File: src/rtl/scu_pkg.sv
// Shared types for the trigger response unit: channel FSM states and the
// per-channel configuration record layout.
package scu_pkg;

  localparam int SCU_C      = 8;
  localparam int SCU_HOLD_W = 8;
  localparam int CFG_CH_W   = 2 * SCU_C + SCU_HOLD_W;

  typedef enum logic [1:0] {
    ST_IDLE   = 2'd0,
    ST_ACTIVE = 2'd1,
    ST_STICKY = 2'd2
  } ch_state_e;

  // Field order matches the flat config slice: mask occupies the LSBs.
  typedef struct packed {
    logic [SCU_HOLD_W-1:0] hold;
    logic [SCU_C-1:0]      value;
    logic [SCU_C-1:0]      mask;
  } trigger_response_cfg_t;

endpackage

File: src/rtl/trigger_response_channel.sv
// One trigger channel: timed or sticky override state machine with its
// hold down-counter.
module trigger_response_channel
  import scu_pkg::*;
#(
  parameter int HOLD_W = 8
) (
  input  logic              clk_i,
  input  logic              rst_i,
  input  logic              trig_i,
  input  logic              en_i,
  input  logic              cfg_valid_i,
  input  logic              cfg_load_i,
  input  logic              clear_i,
  input  logic [HOLD_W-1:0] hold_i,
  output logic              active_o
);

  ch_state_e         state_q, state_d;
  logic [HOLD_W-1:0] cnt_q, cnt_d;

  logic hold_zero;
  logic hold_sticky;

  assign hold_zero   = (hold_i == '0);
  assign hold_sticky = &hold_i;

  always_ff @(posedge clk_i) begin
    if (rst_i) begin
      state_q <= ST_IDLE;
      cnt_q   <= '0;
    end else begin
      state_q <= state_d;
      cnt_q   <= cnt_d;
    end
  end

  always_comb begin
    state_d = state_q;
    cnt_d   = cnt_q;
    // A config load or global disable dominates everything, including triggers.
    if (!en_i || cfg_load_i) begin
      state_d = ST_IDLE;
      cnt_d   = '0;
    end else begin
      case (state_q)
        ST_IDLE: begin
          if (trig_i && cfg_valid_i && !hold_zero) begin
            if (hold_sticky) begin
              state_d = ST_STICKY;
            end else begin
              state_d = ST_ACTIVE;
              cnt_d   = hold_i - HOLD_W'(1);
            end
          end
        end
        ST_ACTIVE: begin
          if (trig_i) begin
            cnt_d = hold_i - HOLD_W'(1);
          end else if (cnt_q == '0) begin
            state_d = ST_IDLE;
          end else begin
            cnt_d = cnt_q - HOLD_W'(1);
          end
        end
        ST_STICKY: begin
          if (clear_i) begin
            state_d = ST_IDLE;
          end
        end
        default: begin
          state_d = ST_IDLE;
          cnt_d   = '0;
        end
      endcase
    end
  end

  assign active_o = (state_q != ST_IDLE);

endmodule

File: src/rtl/trigger_response_unit.sv
// Trigger response unit: holds the channel configuration, runs M override
// channels and merges their overrides onto q_in with low-index priority.
module trigger_response_unit
  import scu_pkg::*;
#(
  parameter int M      = 6,
  parameter int C      = 8,
  parameter int HOLD_W = 8
) (
  input  logic                        clk,
  input  logic                        rst,
  input  logic [M-1:0]                trigger,
  input  logic                        ScuEn,
  input  logic [M*(2*C+HOLD_W)-1:0]   CfgIn,
  input  logic                        CfgLoad,
  input  logic [M-1:0]                ClearPatch,
  input  logic [C-1:0]                q_in,
  output logic [C-1:0]                q_out,
  output logic [M-1:0]                PatchActive,
  output logic                        CfgValid
);

  localparam int CH_W = 2 * C + HOLD_W;

  logic [M*CH_W-1:0] cfg_q;
  logic              cfg_valid_q;

  always_ff @(posedge clk) begin
    if (rst) begin
      cfg_q       <= '0;
      cfg_valid_q <= 1'b0;
    end else if (CfgLoad) begin
      cfg_q       <= CfgIn;
      cfg_valid_q <= 1'b1;
    end
  end

  assign CfgValid = cfg_valid_q;

  for (genvar g = 0; g < M; g++) begin : g_ch
    trigger_response_channel #(
      .HOLD_W (HOLD_W)
    ) u_ch (
      .clk_i       (clk),
      .rst_i       (rst),
      .trig_i      (trigger[g]),
      .en_i        (ScuEn),
      .cfg_valid_i (cfg_valid_q),
      .cfg_load_i  (CfgLoad),
      .clear_i     (ClearPatch[g]),
      .hold_i      (cfg_q[g*CH_W+2*C +: HOLD_W]),
      .active_o    (PatchActive[g])
    );
  end

  // Apply channels from highest to lowest index so the lowest active one wins.
  always_comb begin
    q_out = q_in;
    for (int m = M - 1; m >= 0; m--) begin
      if (PatchActive[m]) begin
        q_out = (q_out & ~cfg_q[m*CH_W +: C]) | (cfg_q[m*CH_W+C +: C] & cfg_q[m*CH_W +: C]);
      end
    end
  end

endmodule

File: config.mk
export PLATFORM = sky130hd
export DESIGN_NAME = trigger_response_unit
export DESIGN_NICKNAME = d
export VERILOG_FILES = /design/src/rtl/scu_pkg.sv /design/src/rtl/trigger_response_channel.sv /design/src/rtl/trigger_response_unit.sv
export SDC_FILE = /design/constraint.sdc
export NUM_CORES = 1
export LEC_CHECK = 0
export BUFFER_PORTS_ARGS = -buffer_cell sky130_fd_sc_hd__buf_2
export CAP_MARGIN = 25
export CELL_PAD_IN_SITES_DETAIL_PLACEMENT = 0
export CELL_PAD_IN_SITES_GLOBAL_PLACEMENT = 1
export CORE_MARGIN = 2
export CORE_UTILIZATION = 40
export CTS_CLUSTER_DIAMETER = 40
export DETAILED_ROUTE_END_ITERATION = 7
export PLACE_DENSITY_LB_ADDON = 0.1
export SETUP_SLACK_MARGIN = 0.05
export SYNTH_ARGS = -nofsm -noshare
export SYNTH_HDL_FRONTEND = slang
export SYNTH_SLANG_ARGS = --single-unit
File: constraint.sdc
create_clock -name clk -period 2.2 [get_ports clk]
set_clock_uncertainty 0.1 [all_clocks]
set_input_delay 0.11 -clock clk [delete_from_list [all_inputs] [get_ports clk]]
set_output_delay 0.11 -clock clk [all_outputs]
set_load 0.01 [all_outputs]
==> reports/metrics.cfg, run 1 <==
[setup_path]
slowest_stage = dfxtp_4
worst-path-max-fanout = 5
worstPathRequired_ns = 1.99
critPathMaxStageDelay_ns = 0.37
crit_buf_inv = 1
path_class = flop to output pin
startpoint = g_ch[5].u_ch.state_q[0]
crit_family = simple AND/OR/NAND/NOR gates
crit_path_end_kind = output pin
r2r_start = g_ch[3].u_ch.state_q[1]
worst_setup_path_start_kind = flop
crit_arrival_ns = 2.03
cp_cell_sequence = or2_4, and3_4, a221oi_4, o311a_1, o21ai_1, buf_2

[grt]
grt_max_degree = 147
antenna_found_initial = 4
gr-usage-all-layers = 0.2207
grt_pass1_vias = 9966
grt_pass1_wl_um = 50750
gr-total-overflow = 0

[drt]
drt-total-wl_um = 31950
wl_per_cell_um = 16.48
drtIter0Drc = 515
vias = 10070
vias_per_cell = 5.193
route.detailed.drc = 0
drtAntennaViolNets = 0
first_pass_iters = 5

[final_layout]
syn2layout_area_growth_pct = 42.50
drive_gt1_frac = 0.2325
fill_cells = 2363
final_nets = 1772

[floorplanning]
ios = 183
dieArea_mm2 = 0.02791
dieWidth_um = 167.1
start_util = 0.4081
core_mm2 = 0.02606
placementRows = 59
die_y_um = 167.1

[placement]
numPortBuffers = 182
globalplace.congestion = 0.8605
dp.final_hpwl_um = 21040

[power]
p_per_area_mw_per_mm2 = 744.3
vdd_drop_max_uv = 630.9
p_leak_nw = 6.570

[synthesis]
postSynthCellCount = 1224
synth_nets = 1422
synth-async-reset-ratio = 0
avgSynthCellArea_um2 = 8.688
yosys-top-cells-count = nor2_1, dfxtp_1, mux2i_1
synth_most_common_cell = nor2_1
synth_seq_cells = 205
dominantRegCellSynth = dfxtp_1
synth_edf_count = 0
synth_area_leaders = dfxtp_1, mux2i_1, nor2_1, ha_1, nand2_1
yosys.area.top_type_share = 0.3859
ys_types = 67
yosys.area.top_type = dfxtp_1
netlist_area_mm2 = 0.01063
yosys_warnings = 0
synth.yosys.seq_area_share = 0.3859

[sta]
finalSetupTns_ns = -0.1426
setup_viol = 7
hold_viol = 0
min_period_ns = 2.240
rsz0062_at_grt = yes
fin_crit_sh = 1.018
clock.fmax_mhz = 446.5
hold_ws_ns = 0.04395
slew_headroom = 0.4844
worstMarginPinSlew_ns = 0.7734
final_max_slew_viol_count = 0
setup_ws_ns = -0.03973

[cts]
cts_buffer_depth = 3
root_buffer = clkbuf_16
clk_latency_ns = 0.51
cts_sinks = 205
clk_pin_slew_worst_paths_ns = 0.05
cts_tree = done
h-tree-depth = 2
numCtsBuffers = 36

[worst_hold_path]
worstHoldStart = trigger[4]
hold_path_class = input pin to flop

[outcome]
status = complete, but fails checks
violations = setup timing

[flow_run]
drv_cap = 0

cell usage in the layout, fill, tap and decap left out, types with 21 or more instances in the layout:
| cell type | synthesis | routed |
|---|---|---|
| nor2_1 | 209 | 208 |
| dfxtp_1 | 205 | 193 |
| buf_2 | 13 | 180 |
| dlygate4sd3_1 | 0 | 154 |
| mux2i_1 | 149 | 149 |
| nand2_1 | 73 | 69 |
| a21oi_1 | 52 | 51 |
| buf_4 | 11 | 43 |
| clkbuf_16 | 0 | 38 |
| inv_1 | 36 | 36 |
| ha_1 | 30 | 30 |
| nor3_1 | 27 | 27 |
| nand3_1 | 24 | 24 |
| o21ai_0 | 21 | 21 |
area by class of cell:
type / instances / area, um2 / share of cell area
antenna: 3 / 7.507 / 0.0004954
clock buffer: 46 / 1021 / 0.06738
clock inverter: 18 / 242.7 / 0.01602
inverter: 39 / 148.9 / 0.009826
multi-input combinational: 910 / 6332 / 0.4179
sequential: 205 / 4131 / 0.2726
tap: 335 / 419.2 / 0.02766
timing repair buffer: 382 / 2850 / 0.1881
cell families after synthesis:
group / share of synthesized area
AND/OR/NAND/NOR: 0.2107
AO/OA/AOI/OAI: 0.1531
flip-flops: 0.3859
multiplexers: 0.1403
buffers and inverters: 0.04671
XOR/XNOR: 0.02800
adder cells (fa/ha/maj): 0.03530
final timing paths:
check | end | slack [ns] | depth (start not counted)
min | g_ch[4].u_ch.cnt_q[1] | 0.04 | 5
max reg2reg | g_ch[3].u_ch.cnt_q[1] | 0.13 | 6
min reg2reg | g_ch[3].u_ch.state_q[1] | 0.38 | 1
max | q_out[0] | -0.04 | 6
where the power goes:
part           internal (W)  leakage, nW  switching [W]  total, W
clock network       0.00387        0.613        0.00194   0.00581
logic              0.000757         4.27       0.000656   0.00141
registers           0.00389         1.69       0.000165   0.00405
total               0.00851         6.57        0.00276    0.0113
timing repair:
item / in CTS / in global routing
endpoints found under the setup margin: 8 / 32
pin swaps: 15 / 21
buffers inserted: 5 / 1
hold endpoints to repair: 152 / 0
gates cloned: 5 / 1
hold buffers: 154 / 0
resized for setup: 45 / 27
through the flow:
step	cells	utilization	cell area [um2]	worst slack [ns]	power [W]
after detailed placement	1705	0.4593	11970	0.06482	0.005282
after CTS	1933	0.5760	15010	-0.08381	0.01138
final	1938	0.5815	15150	-0.03973	0.01128
after global placement	1705	0.4593	11970	0.1147	0.005284
after floorplan	1224	-	10630	0.2739	0.004856
after global routing	1938	0.5815	15150	-0.1119	0.01173
worst reg2reg max path: stages (launching register included):
cell	delay, ns
dfxtp_4	0.36
buf_4	0.15
or3b_1	0.44
nor2_4	0.13
and4_2	0.36
or2_1	0.25
a32o_1	0.21
flip-flops by register name (all words and copies together) (netlist names):
register / flops
g_ch.u_ch.state_q: 12
cfg_q: 144
CfgValid: 1
g_ch.u_ch.cnt_q: 48
routing by layer:
| metal | vias to the layer above | GRT usage | routed length [um] |
|---|---|---|---|
| li1 | 5112 | - | - |
| met1 | 4671 | 0.2844 | 14380 |
| met2 | 232 | 0.3741 | 15320 |
| met3 | 48 | 0.05038 | 1643 |
| met4 | 2 | 0.05397 | 589 |
| met5 | - | 0 | 13 |
No activity file was read; power rests on OpenSTA's default activity.
==> run 2: changes to the inputs <==
--- a/config.mk
+++ b/config.mk
@@ -12,3 +12,3 @@
 export CORE_MARGIN = 2
-export CORE_UTILIZATION = 40
+export CORE_UTILIZATION = 38
 export CTS_CLUSTER_DIAMETER = 40
==> constraint.sdc (replaced) <==
create_clock -name clk -period 1.9 [get_ports clk]
set_clock_uncertainty 0.1 [all_clocks]
set_input_delay 0.38 -clock clk [delete_from_list [all_inputs] [get_ports clk]]
set_output_delay 0.38 -clock clk [all_outputs]
set_load 0.01 [all_outputs]
==> run 2 against run 1 <==
The run still ends with setup timing left. Final cell count rose by 5.9%. Die area rose by 5.1%. First-iteration DRC count fell by 10%.
==> reports/metrics.cfg, run 2 (synthesis gave the netlist of run 1 again) <==
[sta]
slew_headroom = 0.5287
setup_viol = 17
setup_ws_ns = -0.6312
fin_crit_sh = 1.332
rsz0062_at_grt = yes
final_max_slew_viol_count = 0
worstMarginPinSlew_ns = 0.7070
hold_ws_ns = 0.009619
clock.fmax_mhz = 395.1
hold_viol = 0
min_period_ns = 2.531

[placement]
globalplace.congestion = 0.8619
dp.final_hpwl_um = 22830
place_ws_ns = -0.2178
placed_cells = 1846
numPortBuffers = 182

[power]
p_sw_w = 0.003507
p_per_area_mw_per_mm2 = 851.0
power.share.combinational = 0.132
power.total_w = 0.01388
power.internal_w = 0.01037
swShare = 0.2527
p_leak_nw = 7.136
vdd_drop_max_uv = 778.2
clockPowerShare = 0.530
p_seq_frac = 0.338

[flow_run]
drv_cap = 0

[cts]
clk_pin_slew_worst_paths_ns = 0.05
cts_tree = done
numCtsBuffers = 41
h-tree-depth = 2
clk_latency_ns = 0.52
root_buffer = clkbuf_16
cts_sinks = 205
cts_buffer_depth = 3

[setup_path]
worstPathRequired_ns = 1.42
worst-path-max-fanout = 16
crit_arrival_ns = 2.05
crit_path_end_kind = output pin
r2r_start = g_ch[5].u_ch.state_q[1]
r2r_cells = 8
path_class = flop to output pin
worst_setup_path_start_kind = flop
r2r_setup_slack_ns = -0.11
r2r-end = g_ch[5].u_ch.cnt_q[4]

[drt]
drt-total-wl_um = 33270
vias_per_cell = 5.066
route.detailed.drc = 0
drtAntennaViolNets = 0
first_pass_iters = 4
drtIter0Drc = 462
vias = 10400
wl_per_cell_um = 16.21

[final_layout]
drive_gt1_frac = 0.3381
finalNonFillerCells = 2053
fin_util = 0.5886
reg_top3 = cfg_q (144), g_ch.u_ch.cnt_q (48), g_ch.u_ch.state_q (12)
final_nets = 1841
largest-register = cfg_q
syn2layout_area_growth_pct = 53.36
layout_commonest_cell = nor2_1
final_cell_mix = nor2_1, buf_2, dfxtp_1
largest_reg_flops = 144

[grt]
grt_max_degree = 146
gr-usage-all-layers = 0.2200
grt-busiest-layer = met2
grt_pass1_wl_um = 52100
gr-total-overflow = 0
use_met1 = 0.2857
antenna_found_initial = 4
grt_pass1_vias = 10080
grt_use_met2 = 0.3661
grtUsageMet3 = 0.05154

[outcome]
status = complete, but fails checks
violations = setup timing

[floorplanning]
dieArea_mm2 = 0.02934
dieWidth_um = 171.3
die_y_um = 171.3
ios = 183
core_mm2 = 0.02771
start_util = 0.3838
placementRows = 61

[worst_hold_path]
hold_path_class = input pin to flop
hold-path-cell-count = 3
worstHoldStart = CfgIn[12]
whs_endpoint = cfg_q[12]

==> run 2: timing repair <==
| action | 4_1_cts | 5_1_grt |
|---|---|---|
| pin swaps | 16 | 56 |
| endpoints found under the setup margin | 42 | 63 |
| endpoints found under the hold margin | 107 | 0 |
| hold buffers | 107 | 0 |
| cloned | 2 | 3 |
| resized for setup | 52 | 132 |
| setup buffers | 4 | 17 |
==> run 2: layout make-up <==
type	instances	area (um2)
Fill cell	2474	11400
Multi-Input combinational cell	906	6726
Sequential cell	205	4164
Timing Repair Buffer	449	3379
Clock buffer	49	1109
Tap cell	378	473.0
Clock inverter	25	299.0
Inverter	39	151.4
Timing Repair inverter	1	3.754
Antenna cell	1	2.502
==> run 2: worst max-delay path by stage <==
stage	slack, ns	to	startpoint	cells past startpoint
after floorplan	-0.008	q_out[0]	g_ch[4].u_ch.state_q[1]	7
after global placement	-0.20	q_out[7]	g_ch[3].u_ch.state_q[0]	5
after detailed placement	-0.22	q_out[2]	g_ch[5].u_ch.state_q[1]	7
after CTS	-0.67	q_out[5]	g_ch[5].u_ch.state_q[1]	7
after global routing	-0.71	q_out[2]	g_ch[5].u_ch.state_q[1]	7
final	-0.63	q_out[2]	g_ch[5].u_ch.state_q[1]	7
==> run 2: per-layer routing <==
layer	wire length (um)	vias to the layer above
met1	14870	4851
li1	-	5264
met4	690	2
met3	1825	54
met2	15870	229
met5	12	-
==> run 2: critical path: stages, from the launching register on <==
cell      delay, ns
dfxtp_2        0.31
or2_4          0.26
buf_12         0.15
and3_4         0.19
a221oi_4       0.21
o311a_1        0.21
o21ai_2        0.05
buf_2          0.15
==> run 2: metrics by stage <==
stage          setup TNS (ns)  cell area (um2)
3_3_place_gp           -2.659            12870
5_1_grt                -6.588            16310
6_report               -5.313            16310
2_1_floorplan       -0.007578            10720
3_5_place_dp           -3.119            12870
4_1_cts                -5.260            15580
==> run 2: power groups by stage <==
stage | Sequential [W] | Clock [W] | Combinational [W]
2_1_floorplan | 0.00472 | 0 | 0.000912
3_3_place_gp | 0.00476 | 0 | 0.00149
3_5_place_dp | 0.00476 | 0 | 0.00150
4_1_cts | 0.00468 | 0.00750 | 0.00172
5_1_grt | 0.00472 | 0.00769 | 0.00201
6_report | 0.00469 | 0.00735 | 0.00184
==> run 3: changes to the inputs <==
Settings changed: CORE_UTILIZATION 38 to 40.
Clock period 1.9 ns to 2.8 ns, I/O delays scaled along.
==> run 3 against run 2 <==
The run now ends clean. Routed wire length is 11% lower. Sequential power is 32% lower. Critical path depth is 2 lower. Die area is 4.9% lower. Clock-buffer cell count is 4 lower. Non-clock buffer count is 245 lower. Clock power is 33% lower. Core utilization is 7.7 points lower. Sequential share of layout area is 5.3 points higher.
==> reports/metrics.cfg, run 3 (synthesis gave the netlist of run 1 again) <==
[final_layout]
fin_util = 0.5117
final_cell_mix = nor2_1, dfxtp_1, buf_2
layout_commonest_cell = nor2_1
drive_gt1_frac = 0.2221
reg_top3 = cfg_q (144), g_ch.u_ch.cnt_q (48), g_ch.u_ch.state_q (12)
syn2layout_area_growth_pct = 25.39
finalNonFillerCells = 1768
ff_latch_area_mm2 = 0.004113
largest-register = cfg_q
largest_reg_flops = 144
fill_cells = 2545
final_nets = 1592
multi_input_area_mm2 = 0.006126

[cts]
clk_latency_ns = 0.52
root_buffer = clkbuf_16
cts_buffer_depth = 3
cts_tree = done
numCtsBuffers = 37
cts_sinks = 205
cts_hold_buffers = 0
clk_pin_slew_worst_paths_ns = 0.06
h-tree-depth = 2

[power]
p_per_area_mw_per_mm2 = 675.5
vdd_drop_max_uv = 502.0
p_leak_nw = 5.803

[grt]
gr-usage-all-layers = 0.2056
grt_max_degree = 147
grt_pass1_wl_um = 47250
gr-total-overflow = 0
grt_pass1_vias = 9084
antenna_found_initial = 15

[floorplanning]
core_mm2 = 0.02606
ios = 183
die_y_um = 167.1
dieWidth_um = 167.1
start_util = 0.4081
dieArea_mm2 = 0.02791
placementRows = 59

[setup_path]
path_class = flop to output pin
slowest_stage = o311a_1
worst-path-max-fanout = 5
worst_setup_path_start_kind = flop
startpoint = g_ch[3].u_ch.state_q[1]
r2r_start = CfgValid
worstPathRequired_ns = 2.14
cp_cell_sequence = or2_4, and2_1, o311a_1, o21ai_2, buf_2
crit_path_end_kind = output pin
crit_arrival_ns = 2.06
critPathMaxStageDelay_ns = 0.37

[drt]
drtAntennaViolNets = 0
wl_per_cell_um = 16.78
drtIter0Drc = 516
vias = 9278
route.detailed.drc = 0
drt-total-wl_um = 29660
vias_per_cell = 5.248
first_pass_iters = 5

[sta]
slew_headroom = 0.3435
min_period_ns = 2.717
rsz0062_at_grt = yes
finalSetupTns_ns = 0
fin_crit_sh = 0.9703
clock.fmax_mhz = 368.1
final_max_slew_viol_count = 0
hold_viol = 0
setup_viol = 0
worstMarginPinSlew_ns = 0.9847
hold_ws_ns = 0.1732

[flow_run]
drv_cap = 0

[outcome]
status = completed

[placement]
placed_cells = 1686
numPortBuffers = 182
dp.final_hpwl_um = 20780
globalplace.congestion = 0.8162

[worst_hold_path]
worstHoldStart = CfgIn[51]
hold_path_class = input pin to flop

-- run 3: changes by cell type in the layout (fill, tap and decap cells not counted), moves of 7 or more --
cell	previous run	this run
ha_1	23	30
dlygate4sd3_1	107	0
dfxtp_1	173	200
nor3b_1	9	16
dfxtp_2	24	4
buf_6	18	0
buf_4	138	20
dfxtp_4	8	1
o21ai_2	9	2
a21oi_1	44	52
diode_2	1	10
-- run 3: where the power goes --
part	switching, W	internal (W)	total (W)
Combinational	0.000450	0.000428	0.000879
Sequential	0.000141	0.00306	0.00320
Clock	0.00157	0.00336	0.00493
Total	0.00216	0.00685	0.00901
-- run 3: routing by layer --
metal  wire length (um)  up-vias  GRT usage
met5                 73        -          0
met4                464       12    0.04910
met2              13660      181     0.3357
li1                   -     4773          -
met3               2050       54    0.07224
met1              13410     4258     0.2603
-- run 3: worst paths after layout --
check | to | slack, ns | cells after the start
worst max register to register | g_ch[3].u_ch.cnt_q[1] | 0.61 | 5
worst max-delay path | q_out[7] | 0.08 | 5
worst min register to register | g_ch[0].u_ch.cnt_q[7] | 0.38 | 2
worst min-delay path | cfg_q[51] | 0.17 | 3
-- run 3: critical path: cells and delay by family (launching register included) --
family                 cells  cell delay [ns]
and+or+nand+nor            2             0.48
DFF                        1             0.36
AOI/OAI and AO/OA          2             0.56
buffers and inverters      1             0.16
-- run 3: what timing repair did --
action / in CTS / in global routing
gates cloned: 1 / 2
setup endpoints to repair: 8 / 8
buffers inserted: 1 / 0
pin swaps: 3 / 4
resized for setup: 13 / 12
-- run 3: layout make-up --
type / count / area share
Inverter: 39 / 0.01117
Clock inverter: 23 / 0.02937
Sequential cell: 205 / 0.3084
Tap cell: 335 / 0.03143
Clock buffer: 45 / 0.07394
Timing Repair Buffer: 204 / 0.08436
Antenna cell: 10 / 0.001877
Multi-Input combinational cell: 907 / 0.4594
-- run 3: per-stage QoR --
step / setup WS, ns / instance area, um2 / total power (W)
CTS: 0.04100 / 13260 / 0.009110
global placement: 0.3918 / 11830 / 0.004128
global route: 0.02538 / 13320 / 0.009362
floorplan: 0.5938 / 10630 / 0.003815
detailed placement: 0.3851 / 11830 / 0.004131
finish: 0.08329 / 13330 / 0.009007
